[config.mk]
export PLATFORM = sky130hd
export DESIGN_NAME = down_timer
export DESIGN_NICKNAME = d
export VERILOG_FILES = /design/src/rtl/down_timer_pkg.sv /design/src/rtl/down_timer_tick_gen.sv /design/src/rtl/down_timer.sv
export SDC_FILE = /design/constraint.sdc
export NUM_CORES = 1
export LEC_CHECK = 0
export CORE_AREA = 2 2 51 53
export CTS_BUF_LIST = sky130_fd_sc_hd__clkbuf_8
export DETAILED_ROUTE_END_ITERATION = 10
export DIE_AREA = 0 0 53 55
export GPL_TIMING_DRIVEN = 0
export HOLD_SLACK_MARGIN = 0.05
export PLACE_DENSITY = 0.85
export SLEW_MARGIN = 40
export SYNTH_ARGS = -nofsm -noshare
export SYNTH_HDL_FRONTEND = slang
export SYNTH_SLANG_ARGS = --single-unit
[constraint.sdc]
create_clock -name clk -period 1.7 [get_ports clk]
set_input_delay 0.34 -clock clk [delete_from_list [all_inputs] [get_ports clk]]
set_output_delay 0.34 -clock clk [all_outputs]
set_load 0.01 [all_outputs]
[src/rtl/down_timer_pkg.sv]
// Shared constants for the down_timer block: FSM state encoding.
package down_timer_pkg;

   localparam logic [1:0] ST_IDLE = 2'b00;
   localparam logic [1:0] ST_RUN  = 2'b01;
   localparam logic [1:0] ST_DONE = 2'b10;

endpackage

[src/rtl/down_timer_tick_gen.sv]
// Prescaler for down_timer: one tick every prescale+1 enabled cycles.
module tick_gen #(
   parameter int unsigned pre_len = 4
) (
   input  logic               clk,
   input  logic               reset,
   input  logic               en,
   input  logic               clr,
   input  logic [pre_len-1:0] prescale,
   output logic               tick
);

   logic [pre_len-1:0] r_cnt;
   logic               w_hit;

   // >= keeps the divider from running the long way round if prescale shrinks mid-period
   assign w_hit = (r_cnt >= prescale);
   assign tick  = en & ~clr & w_hit;

   always_ff @(posedge clk) begin
      if (reset) begin
         r_cnt <= '0;
      end else if (clr) begin
         r_cnt <= '0;
      end else if (en) begin
         if (w_hit) r_cnt <= '0;
         else       r_cnt <= r_cnt + pre_len'(1);
      end
   end

endmodule

[src/rtl/down_timer.sv]
// Prescaled down counter with one-shot/periodic reload and a registered terminal-count pulse.
module down_timer
   import down_timer_pkg::*;
#(
   parameter int unsigned len     = 4,
   parameter int unsigned pre_len = 4
) (
   input  logic               clk,
   input  logic               reset,
   input  logic               start,
   input  logic               stop,
   input  logic               p_load,
   input  logic [len-1:0]     p_load_data,
   input  logic               auto_reload,
   input  logic [pre_len-1:0] prescale,
   output logic [len-1:0]     out,
   output logic               tc,
   output logic               busy
);

   logic [1:0]     r_state;
   logic [len-1:0] r_count;
   logic [len-1:0] r_reload;
   logic           r_tc;
   logic           r_busy;

   logic [1:0]     w_state_nxt;
   logic [len-1:0] w_count_nxt;
   logic [len-1:0] w_reload_nxt;
   logic           w_tc_nxt;
   logic           w_stop_act;
   logic           w_start_act;
   logic           w_clr;
   logic           w_tick;

   // Which control inputs actually take effect this cycle; any of them restarts the prescaler
   assign w_stop_act  = stop & (r_state == ST_RUN);
   assign w_start_act = start & (r_state != ST_RUN) & ((r_count != '0) | (r_reload != '0));
   assign w_clr       = w_stop_act | p_load | w_start_act;

   tick_gen #(
      .pre_len (pre_len)
   ) u_tick_gen (
      .clk      (clk),
      .reset    (reset),
      .en       (r_state == ST_RUN),
      .clr      (w_clr),
      .prescale (prescale),
      .tick     (w_tick)
   );

   always_ff @(posedge clk) begin
      if (reset) begin
         r_state  <= ST_IDLE;
         r_count  <= '0;
         r_reload <= '0;
         r_tc     <= 1'b0;
         r_busy   <= 1'b0;
      end else begin
         r_state  <= w_state_nxt;
         r_count  <= w_count_nxt;
         r_reload <= w_reload_nxt;
         r_tc     <= w_tc_nxt;
         r_busy   <= (w_state_nxt == ST_RUN);
      end
   end

   // Next state: stop > p_load > start > tick
   always_comb begin
      w_state_nxt  = r_state;
      w_count_nxt  = r_count;
      w_reload_nxt = r_reload;
      w_tc_nxt     = 1'b0;
      if (w_stop_act) begin
         w_state_nxt = ST_IDLE;
      end else if (p_load) begin
         w_count_nxt  = p_load_data;
         w_reload_nxt = p_load_data;
         if (r_state == ST_DONE) w_state_nxt = ST_IDLE;
      end else if (w_start_act) begin
         if (r_count == '0) w_count_nxt = r_reload;
         w_state_nxt = ST_RUN;
      end else if (w_tick) begin
         if (r_count > len'(1)) begin
            w_count_nxt = r_count - len'(1);
         end else if (r_count == len'(1)) begin
            w_tc_nxt = 1'b1;
            if (auto_reload && (r_reload != '0)) begin
               w_count_nxt = r_reload;
            end else begin
               w_count_nxt = '0;
               w_state_nxt = ST_DONE;
            end
         end else begin
            // Zero loaded while running: finish quietly, no pulse
            w_state_nxt = ST_DONE;
         end
      end
   end

   assign out  = r_count;
   assign tc   = r_tc;
   assign busy = r_busy;

endmodule

==> results <==
- At the end of routability-driven placement, the weighted congestion stood at ~0.88.
- For this configuration, the core starts out at a cell density of 46.5%.
- The wire-length estimate of the detail-placed layout is 2000 um.
- Buffers placed on the I/O ports in this run total 19.
- The critical path is of the reg -> reg type.
- Row generation in the floorplan step produced 18 rows.
- The first global-routing pass estimated 4470 um of wire.
- The type of the worst min-delay path is reg -> reg.
- The leakage power of the design is 0.624 nW.
- In the synthesized netlist the dominant register cell turns out to be dfxtp_1.
- In this run, the number of DRC markers left after iteration 0 of detailed routing was 25.
- The share of synthesized area in the top cell type comes to 29.2%.
- The worst pin sits at a relative slew slack of 75.2%.
- The remaining number of nets flagged by the antenna check after routing is 0.
- Summed over all failing endpoints, the final setup total negative slack is -0.266 ns.
- Global routing consumed, on the met2 layer, 41.3% of the routing resources.
- From bottom edge to top edge, the die measures ~55 um.
- The routed design has 3000 um of wire.
- Across the VDD grid, the largest voltage drop is 0.000480 V.
- Measured along the x axis, the die boundary spans 53 um.
- Of the cells placed in the final design, the portion with a size suffix greater than 1 is 35.7%.
- The number of global-route vias before repair is 1024.
- The clock skew after layout is just over 0.01 ns.
- The slowest stage cell on the critical path is dfxtp_2.
- The synthesized flop and latch total is 16.
- The net count of the finished layout is 179.
- The maximum clock path buffer count is 2.
- The sink count of the clock tree is 16.
- The met3 demand-to-capacity share in global routing is 2.42%.
- The clock-pin transition on the worst setup and hold timing paths is 0.07 ns.
- The number of slew-limit violations in the final report came to 0.
- For this run, the detailed router's first-pass iteration total came to 4.
- The floorplan step defined a die boundary enclosing 2920 sq um.
- Counting every instance in the synthesized netlist gives between 100 and 150.
- Derived from the worst setup path, the maximum achievable clock frequency is ~560 MHz.
- TritonCTS built the clock tree.
- At the worst endpoint, the arrival time is 1.95 ns.
- Averaged over all synthesized cells, the footprint is 8.79 sq um.
- The clock period minus final worst setup slack is 1.79 ns.
- Setup repair after global routing could not meet its margin everywhere.
- The worst setup path is launched from a flip-flop.
- Dividing total power by cell area gives a power density of 779 nW/um^2.
- The largest total area in the synthesized netlist belongs to dfxtp_1.
- Yosys mapped a number of flops with a built-in enable equal to 0.
- The number of antenna diodes in the final layout is 0.
- Global routing consumed, over all layers together, 21.1% of the routing resources.
- For the pin with the worst max-slew slack, the measured transition is 0.370 ns.
- The category of the worst setup path capture point is a flip-flop.
- The DRC violation count after routing is 0.
- Using the TritonRoute via totals, the vias-per-cell ratio works out to 5.91.
- For this run, the register share of the synthesized area comes to about 29%.
- met2 is the most crowded layer.
- The initial antenna violation count is 0.
- The max-cap violation count is 0.
- The routing usage on met1 is 24.0%.
- Along the worst path, the maximum fanout reaches 4.
- CTS built an H-tree with a depth of 1.
- The final reports fail on setup timing.
- The final worst-path cycle share is 106%.
- Compared with the post-synthesis result, the final layout area differs by 46.1%.
- The overflow left after global routing is 0.
- The post-synthesis instance area is 1100 sq um.
- In the layout the commonest cells are 14 x clkdlybuf4s50_1, 12 x nand2_1, 11 x dfxtp_1.
- Entering global routing, the biggest net connects 11 pins.
- The tree is rooted in a clkbuf_8.
- The routed layout has 1106 vias.
- After clock tree synthesis, the flow added hold-fix buffers numbering 0.
- The number of warnings reported in the yosys synthesis log is 0.
- The maximum single-stage delay on the critical path is 0.36 ns.
- The critical path goes through inv_4 > ha_4 > or2_4 > a221o_1 > nor3b_2 > a221oi_2 > o32ai_1.
- Counting flops with an async set or reset pin after synthesis yields a share of 0%.
- The most common cell after layout, fill and taps aside is clkdlybuf4s50_1.
- The placeable core region is 2360 sq um.
- Setup violations remaining at the end of the flow were counted as 5.
- Total power for the finished layout comes to between 1 and 1.5 mW.
- The post-synthesis net count is around 150.
- In the final routed layout, each cell accounts on average for 16.0 um.
- The count of pins on the block boundary is 20.
- The TritonCTS buffer count is 3.
- The number of hold violations in the final report is 0.
- The worst setup slack after layout is -0.0948 ns.
- Sorting the synthesized cells by area gives the leading types as dfxtp_1 29%, ha_1 8.0%, a21oi_1 4.6%.
- The count of distinct cell types in the synthesized netlist is 47.
- The required time at the worst-slack endpoint is 1.86 ns.
- The flow ran to the end, but the final reports show violations.
- The latest clock arrival within the worst-skew pair is 0.25 ns.
final cells by class:
type | instances | area (sq um)
fillers | 186 | 759
well taps | 30 | 37.5
flip-flops and latches | 16 | 329
clock buffers | 3 | 41.3
repair buffers | 28 | 260
multi-input cells | 97 | 862
clock inverters | 1 | 3.75
plain buffers | 4 | 36.3
inverters | 8 | 35.0
state kept, by name, indices dropped and copies added (netlist names):
register and count:
u_tick_gen.r_cnt 4, r_state 2, r_reload 4, tc 1
busy 1, out 4
per-stage QoR:
step                utilization, %  std cells  hold WS, ns  cell area, sq um  worst slack [ns]
global route                  67.9        187        0.530              1610            -0.160
detailed placement            57.5        174        0.474              1360            -0.579
floorplan                        -        125        0.416              1130            0.0138
global placement              57.5        174        0.469              1360            -0.540
CTS                           64.9        185        0.489              1540            -0.198
finish                        67.9        187        0.508              1610           -0.0948
worst max-delay path, delay by kind of cell, from the launching register on:
kind	cells	cell delay (ns)
compound gates	3	0.64
flops	1	0.36
buf+inv	1	0.05
simple gates	2	0.49
fa+ha+maj	1	0.16
Yosys cell counts, types with 2 or more instances:
| cell type | number |
|---|---|
| dfxtp_1 | 16 |
| buf_6 | 2 |
| nand2_1 | 13 |
| a211oi_2 | 2 |
| a221oi_1 | 3 |
| nor4_1 | 2 |
| ha_1 | 7 |
| nor2_1 | 3 |
| mux2i_1 | 2 |
| nor3b_2 | 2 |
| a21oi_1 | 10 |
| inv_1 | 8 |
| nand3_1 | 6 |
| xor2_1 | 2 |
| nor3b_1 | 2 |
| nand3b_1 | 3 |
| o21ai_0 | 3 |
| o21bai_1 | 2 |
| nand2b_1 | 7 |
| nor2_2 | 3 |
worst paths after layout:
check	from	to	slack (ns)	cells after the start
max	out[1]	out[3]	-0.09	7
min	u_tick_gen.r_cnt[1]	u_tick_gen.r_cnt[1]	0.51	2
max reg2reg	out[1]	out[3]	-0.09	7
min reg2reg	u_tick_gen.r_cnt[1]	u_tick_gen.r_cnt[1]	0.51	2
per-layer routing:
layer / routed length, um / vias to the layer above
li1: - / 520
met1: 1220 / 540
met2: 1610 / 38
met3: 129 / 8
met4: 40 / 0
met5: 0 / -
kinds of logic after synthesis:
kind of cell | share of synthesized area (%)
mux | 1.82
compound gates | 23.1
flops | 29.2
simple gates | 30.4
buf+inv | 5.92
fa+ha+maj | 7.97
xor+xnor | 1.59
report_power, final:
group	leakage [nW]	internal [mW]	total [mW]	switching, mW
combinational	0.464	0.261	0.510	0.249
sequential	0.133	0.405	0.451	0.0457
clock	0.0269	0.160	0.289	0.130
total	0.624	0.826	1.25	0.424
what timing repair did:
item | 4_1_cts | 5_1_grt
buffers inserted | 7 | 2
resized for setup | 24 | 15
setup endpoints to repair | 12 | 15
pin swaps | 9 | 13
Power figures use the tool's default switching activity.
